==> src/rtl/lsm_pkg.sv <==
// Shared widths, fixed-point formats and saturation helper for the LSM
// continuation-value evaluator.
package lsm_pkg;

  localparam int XW        = 12;
  localparam int CW        = 16;
  localparam int X_FRAC    = 4;
  localparam int C_FRAC    = 8;
  localparam int ACC_W     = 42;

  // Every polynomial term is aligned to this fraction before summing.
  localparam int Q_FRAC    = C_FRAC + 2 * X_FRAC;
  localparam int OUT_SHIFT = Q_FRAC - X_FRAC;

  localparam int XSQ_W     = 2 * XW;
  localparam int B1X_W     = CW + XW + 1;
  localparam int B2X_W     = CW + XSQ_W + 1;

  typedef logic [XW-1:0]           q84_t;
  typedef logic signed [CW-1:0]    q88_t;
  typedef logic signed [ACC_W-1:0] acc_t;

  // Floor to Q8.4 and clamp into the unsigned 12-bit range.
  function automatic q84_t sat_q84(input acc_t acc);
    acc_t q;
    q = acc >>> OUT_SHIFT;
    if (acc[ACC_W-1])
      return '0;
    else if (q > acc_t'(2**XW - 1))
      return '1;
    else
      return q[XW-1:0];
  endfunction

endpackage

==> src/rtl/lsm_continuation_eval_poly_eval.sv <==
// Three-stage pipelined evaluation of b0 + b1*x + b2*x^2 with exact
// arithmetic and Q8.4 saturation; pure valid-in/valid-out datapath.
module poly_eval
  import lsm_pkg::*;
(
  input  logic          clk,
  input  logic          rst_n,
  input  logic          in_valid,
  input  logic [CW-1:0] b0,
  input  logic [CW-1:0] b1,
  input  logic [CW-1:0] b2,
  input  logic [XW-1:0] x,
  output logic          out_valid,
  output logic [XW-1:0] cont_sat
);

  logic                    v1, v2, v3;
  logic [XSQ_W-1:0]        xsq1;
  logic signed [B1X_W-1:0] b1x1;
  acc_t                    t2, p2;
  q84_t                    cont3;

  always_ff @(posedge clk or negedge rst_n) begin
    if (!rst_n) begin
      v1   <= 1'b0;
      xsq1 <= '0;
      b1x1 <= '0;
    end else begin
      v1   <= in_valid;
      xsq1 <= XSQ_W'(x) * XSQ_W'(x);
      b1x1 <= B1X_W'($signed(b1)) * B1X_W'($signed({1'b0, x}));
    end
  end

  // b1*x and b0 are shifted up to the Q.16 grid shared with b2*x^2.
  always_ff @(posedge clk or negedge rst_n) begin
    if (!rst_n) begin
      v2 <= 1'b0;
      t2 <= '0;
      p2 <= '0;
    end else begin
      v2 <= v1;
      t2 <= ACC_W'(B2X_W'($signed(b2)) * B2X_W'($signed({1'b0, xsq1})));
      p2 <= (ACC_W'(b1x1) <<< X_FRAC) + (ACC_W'($signed(b0)) <<< (2 * X_FRAC));
    end
  end

  always_ff @(posedge clk or negedge rst_n) begin
    if (!rst_n) begin
      v3    <= 1'b0;
      cont3 <= '0;
    end else begin
      v3    <= v2;
      cont3 <= sat_q84(t2 + p2);
    end
  end

  assign out_valid = v3;
  assign cont_sat  = cont3;

endmodule

==> src/rtl/lsm_continuation_eval.sv <==
// Per-path exercise decision for one exercise date: batch FSM, coefficient
// registers and delay lines around poly_eval. Optional macro: ITM_FILTER_EN.
//
// state   | meaning
// IDLE    | waiting for coef_valid to latch b0/b1/b2
// EVAL    | accepting N samples (in_ready=1)
// DRAIN   | flushing the pipeline; leaves after done
module lsm_continuation_eval
  import lsm_pkg::*;
#(
  parameter int N = 256
) (
  input  logic          clk,
  input  logic          rst_n,
  input  logic          coef_valid,
  input  logic [CW-1:0] b0,
  input  logic [CW-1:0] b1,
  input  logic [CW-1:0] b2,
  input  logic          in_valid,
  output logic          in_ready,
  input  logic [XW-1:0] xi,
  input  logic [XW-1:0] ex,
  input  logic [XW-1:0] yi,
  output logic          out_valid,
  output logic          exercise,
  output logic [XW-1:0] cashflow,
  output logic          done
);

  localparam int CNT_W = (N > 1) ? $clog2(N) : 1;

  localparam logic [1:0] S_IDLE  = 2'd0;
  localparam logic [1:0] S_EVAL  = 2'd1;
  localparam logic [1:0] S_DRAIN = 2'd2;

  logic [1:0]       state;
  logic [CNT_W-1:0] count;
  q88_t             b0_q, b1_q, b2_q;
  logic             accept, last_accept;

  logic             cont_valid;
  q84_t             cont_sat;
  q84_t             ex_d [3];
  q84_t             yi_d [3];
  logic [2:0]       last_d;
  logic             exercise_nxt;

  assign in_ready    = (state == S_EVAL);
  assign accept      = in_valid && in_ready;
  assign last_accept = accept && (count == CNT_W'(N - 1));

  always_ff @(posedge clk or negedge rst_n) begin
    if (!rst_n) begin
      state <= S_IDLE;
      count <= '0;
      b0_q  <= '0;
      b1_q  <= '0;
      b2_q  <= '0;
    end else begin
      case (state)
        S_IDLE: begin
          if (coef_valid) begin
            b0_q  <= b0;
            b1_q  <= b1;
            b2_q  <= b2;
            count <= '0;
            state <= S_EVAL;
          end
        end
        S_EVAL: begin
          if (last_accept) begin
            count <= '0;
            state <= S_DRAIN;
          end else if (accept) begin
            count <= count + 1'b1;
          end
        end
        // Stay here through the done cycle so a coincident coef_valid is dropped.
        S_DRAIN: begin
          if (done) state <= S_IDLE;
        end
        default: state <= S_IDLE;
      endcase
    end
  end

  poly_eval u_poly_eval (
    .clk       (clk),
    .rst_n     (rst_n),
    .in_valid  (accept),
    .b0        (b0_q),
    .b1        (b1_q),
    .b2        (b2_q),
    .x         (xi),
    .out_valid (cont_valid),
    .cont_sat  (cont_sat)
  );

  always_ff @(posedge clk or negedge rst_n) begin
    if (!rst_n) begin
      for (int i = 0; i < 3; i++) begin
        ex_d[i] <= '0;
        yi_d[i] <= '0;
      end
      last_d <= '0;
    end else begin
      ex_d[0] <= ex;
      yi_d[0] <= yi;
      for (int i = 1; i < 3; i++) begin
        ex_d[i] <= ex_d[i-1];
        yi_d[i] <= yi_d[i-1];
      end
      last_d <= {last_d[1:0], last_accept};
    end
  end

  always_comb begin
    exercise_nxt = (ex_d[2] > cont_sat);
`ifdef ITM_FILTER_EN
    if (ex_d[2] == '0) exercise_nxt = 1'b0;
`else
`endif
  end

  always_ff @(posedge clk or negedge rst_n) begin
    if (!rst_n) begin
      out_valid <= 1'b0;
      exercise  <= 1'b0;
      cashflow  <= '0;
      done      <= 1'b0;
    end else begin
      out_valid <= cont_valid;
      exercise  <= cont_valid && exercise_nxt;
      cashflow  <= cont_valid ? (exercise_nxt ? ex_d[2] : yi_d[2]) : '0;
      done      <= cont_valid && last_d[2];
    end
  end

endmodule

==> config.mk <==
export PLATFORM = sky130hd
export DESIGN_NAME = lsm_continuation_eval
export DESIGN_NICKNAME = d
export VERILOG_FILES = /design/src/rtl/lsm_pkg.sv /design/src/rtl/lsm_continuation_eval_poly_eval.sv /design/src/rtl/lsm_continuation_eval.sv
export SDC_FILE = /design/constraint.sdc
export NUM_CORES = 2
export LEC_CHECK = 0
export CORE_MARGIN = 1.5
export CORE_UTILIZATION = 40
export CTS_BUF_LIST = sky130_fd_sc_hd__clkbuf_4
export DETAILED_ROUTE_END_ITERATION = 8
export SLEW_MARGIN = 20
export SYNTH_ARGS = -nofsm -noshare
export SYNTH_HDL_FRONTEND = slang
export SYNTH_SLANG_ARGS = --single-unit
==> constraint.sdc <==
create_clock -name clk -period 6.5 [get_ports clk]
set_input_delay 0.65 -clock clk [delete_from_list [all_inputs] [get_ports clk]]
set_output_delay 0.65 -clock clk [all_outputs]
set_load 0.05 [all_outputs]
==> parameters.txt <==
Parameter                              Value

Outcome
  Status ... completed

Timing
  Peak Freq ... 0.159 GHz
  Relative slew slack ... 29.4%
  Final hold violation count ... 0
  Final count of pins violating max slew ... 0
  Shortest clock period the worst path allows after layout ... 6.31 ns
  Worst Tran Pin Value ... 1.06 ns
  Final Setup Violations ... 0
  Worst Skew ... 0.106 ns
  Share of the clock period used by the worst path ... 97.0%

Global route
  First-pass GRT wire length ... 131000 um
  Via count of the first global-routing pass ... 25323
  GRT overflow ... 0
  Maximum number of pins on one net before global-route repair ... 165
  Total Routing Usage GR ... 18.5%
  Antenna violations before repair ... 4

Worst setup path
  Nature of the critical path endpoint ... register
  Critical path arrival ... 7.00 ns
  Crit-path max FO ... 11
  Worst Setup Path Type ... register to register
  Most numerous cell on the critical path ... sky130_fd_sc_hd__fa_1
  WP data required ... 7.19 ns
  Worst Setup Start Kind ... register
  List of cells traversed by the critical path ... and2_1 -> fa_1 -> inv_1 -> fa_1 -> fa_1 -> inv_1 -> fa_1 -> fa_1 -> inv_1 -> fa_1 -> inv_1 -> ha_1 -> nand4_1 -> nor2_2 -> and3_1 -> a32oi_1 -> buf_4 -> nand2_1 -> a21o_1 -> nand3_1 -> nand4_1 -> o21ai_0 -> a221oi_1
  Max stage delay cell, worst path ... sky130_fd_sc_hd__dfrtp_1
  Highest cell delay on the worst timing path ... 0.57 ns

Logic synthesis
  Number of warning messages in the yosys log ... 0
  Fraction of the yosys area taken by sequential cells ... 20.3%
  Number of enable flip-flop cells after synthesis ... 0
  Main synth FF type ... sky130_fd_sc_hd__dfrtp_1
  Distinct cell type count of the synthesized netlist ... 76
  Synth Cell Area ... 0.0347 mm^2
  Number of flip-flops and latches in the synthesized netlist ... 282
  Mean area per synthesized cell ... 9.75 um^2
  Post-synth ARST share ... 100%
  Synthesized instance count ... 3562

Placement
  Weighted congestion reported at the end of routability-driven placement ... 0.881
  Placed wire-length estimate ... 65200 um
  Input/output buffers ... 103

Layout
  Relative area change from synthesis to final layout ... 13.0%
  End-of-flow core utilization ... 45.9%
  Ratio of cells with drive above 1 in the final layout ... 9.93%
  Total Nets Final ... 4764

Floorplan
  DIE WIDTH ... 298 um
  Area of the placeable core ... 0.0855 mm^2
  Full die area ... 0.0886 mm^2
  Die Y ... 298 um
  Starting density of the core ... 40.6%
  Number of standard-cell rows in the floorplan ... 107
  Total I/O pin count ... 104

CTS
  Insertion delay of the later-clocked pin in the worst-skew pair ... 0.86 ns
  Maximum count of clock buffers along a single path ... 3
  Clock slew seen by the registers of the worst setup and hold paths ... 0.07 ns
  Number of buffers created by CTS ... 81
  Number of H-tree levels ... 3
  TritonCTS clock tree ... yes
  Sink Count ... 282
  Clock root buffer ... sky130_fd_sc_hd__clkbuf_4

Detailed routing
  Number of remaining DRC errors ... 0
  Post-detailed-route count of antenna-violating nets ... 0
  Via-per-instance ratio ... 4.82
  WL per Instance ... 16.0 um
  Router iterations before antenna repair ... 5
  DRC marker count from the first detailed-route iteration ... 1108
  Overall routed net length ... 79900 um
  DR vias ... 24051

Min path
  Worst Hold Class ... input port to register

Flow run
  Max-cap violations ... 0
-- cells in the mapped netlist (all sizes together), types with 6 or more instances --
library cell	number	share of area (%)
o21ai	70	1.0
and2	307	5.5
nor2b	29	0.52
ha	337	12
dfrtp	282	20
o21a	21	0.45
and3	18	0.34
nor2	112	1.2
nand3	29	0.43
a21boi	7	0.15
nor3	25	0.36
a21oi	122	1.9
nand2	360	3.9
mux2	48	1.6
clkbuf	116	1.3
o41ai	6	0.21
fa	555	32
inv	740	8.0
mux2i	16	0.46
nand4	16	0.29
o21bai	12	0.26
a2111oi	8	0.26
buf	6	0.10
o211ai	7	0.15
a31oi	12	0.26
xnor2	85	2.1
o31ai	9	0.19
nand2b	28	0.50
a21o	63	1.4
a211oi	15	0.32
xor2	33	0.83
-- stage by stage --
stage	setup TNS (ns)	instances	hold slack (ns)	setup WS (ns)	instance area, um^2
3_5_place_dp	0	4832	0.335	0.00185	38000
5_1_grt	-0.0496	4983	0.142	-0.0496	39200
4_1_cts	0	4969	0.131	0.00222	39000
6_report	0	4985	0.263	0.193	39300
2_1_floorplan	0	3567	0.331	0.224	34700
3_3_place_gp	0	4832	0.331	0.0649	38000
-- state kept, by name, summed over array words and instances, names as in the netlist, 2 cells and up --
name	count
b1_q	16
cashflow	12
yi_d	36
u_poly_eval.xsq1	23
state	2
u_poly_eval.t2	37
u_poly_eval.cont_sat	12
b0_q	16
last_d	3
ex_d	36
b2_q	16
u_poly_eval.p2	30
u_poly_eval.b1x1	29
count	8
-- critical path, delay by kind of cell (launching register included) --
family,cells,cell delay [ns]
adders and majority gates,7,3.47
and+or+nand+nor,7,1.09
AOI/OAI and AO/OA,4,0.66
DFF,1,0.57
buffers and inverters,5,0.35
-- placed cells by master (no fill, tap or decap), types with 17 or more instances in the layout --
cell,n
sky130_fd_sc_hd__dfrtp_2,18
sky130_fd_sc_hd__o21ai_0,55
sky130_fd_sc_hd__xor2_1,33
sky130_fd_sc_hd__nand2b_1,28
sky130_fd_sc_hd__ha_1,336
sky130_fd_sc_hd__inv_1,740
sky130_fd_sc_hd__nand2_1,360
sky130_fd_sc_hd__nor3_1,25
sky130_fd_sc_hd__nor2_1,111
sky130_fd_sc_hd__and3_1,17
sky130_fd_sc_hd__a21o_1,63
sky130_fd_sc_hd__buf_12,18
sky130_fd_sc_hd__buf_4,132
sky130_fd_sc_hd__clkbuf_4,103
sky130_fd_sc_hd__and2_1,303
sky130_fd_sc_hd__nand3_1,28
sky130_fd_sc_hd__o21a_1,21
sky130_fd_sc_hd__nor2b_1,29
sky130_fd_sc_hd__fa_1,553
sky130_fd_sc_hd__a21oi_1,109
sky130_fd_sc_hd__xnor2_1,85
sky130_fd_sc_hd__clkdlybuf4s50_1,102
sky130_fd_sc_hd__dfrtp_1,264
sky130_fd_sc_hd__clkinv_1,19
sky130_fd_sc_hd__mux2_2,48
-- routing by layer --
metal,global-route usage [%],part of all wire [%],up-vias
met3,2.78,3.7,110
met4,5.17,2.5,2
met2,30.8,48,428
met5,0,0.016,-
li1,-,-,11465
met1,25.0,46,12046
-- layout make-up --
class | instances | area (um^2)
Clock inverter | 33 | 228
Sequential cell | 282 | 7080
Clock buffer | 102 | 766
Timing Repair Buffer | 256 | 2430
Multi-Input combinational cell | 2422 | 24500
Antenna cell | 5 | 12.5
Fill cell | 8160 | 46300
Tap cell | 1144 | 1430
Inverter | 741 | 2790
-- worst paths after layout --
check	from	endpoint	slack, ns	cells past startpoint
max	u_poly_eval.xsq1[15]	u_poly_eval.t2[34]	0.19	23
min	yi[6]	yi_d[30]	0.26	1
max reg2reg	u_poly_eval.xsq1[15]	u_poly_eval.t2[34]	0.19	23
min reg2reg	yi_d[21]	yi_d[9]	0.29	0
max in group asynchronous	rst_n	b2_q[2]	4.46	3
min in group asynchronous	rst_n	b1_q[13]	0.45	2
-- cell families after synthesis --
kind of cell | Yosys count | share of synthesized area [%]
AND/OR/NAND/NOR | 947 | 13.6
adder cells (fa/ha/maj) | 892 | 44.1
buffers and inverters | 863 | 9.36
AO/OA/AOI/OAI | 394 | 7.59
flip-flops | 282 | 20.3
XOR/XNOR | 118 | 2.98
multiplexers | 64 | 2.02
other | 2 | 0.0216
-- what timing repair did --
item                                    in CTS  in global routing
cloned                                       0                  1
pin swaps                                    1                 15
endpoints found under the hold margin      118                  0
endpoints found under the setup margin       1                 14
gates resized for setup                      7                 34
buffers inserted                             1                 10
hold buffers                                 1                  0
Power is not shown: default switching activity piles up to over one toggle a cycle in this logic, so the estimate is an artifact.
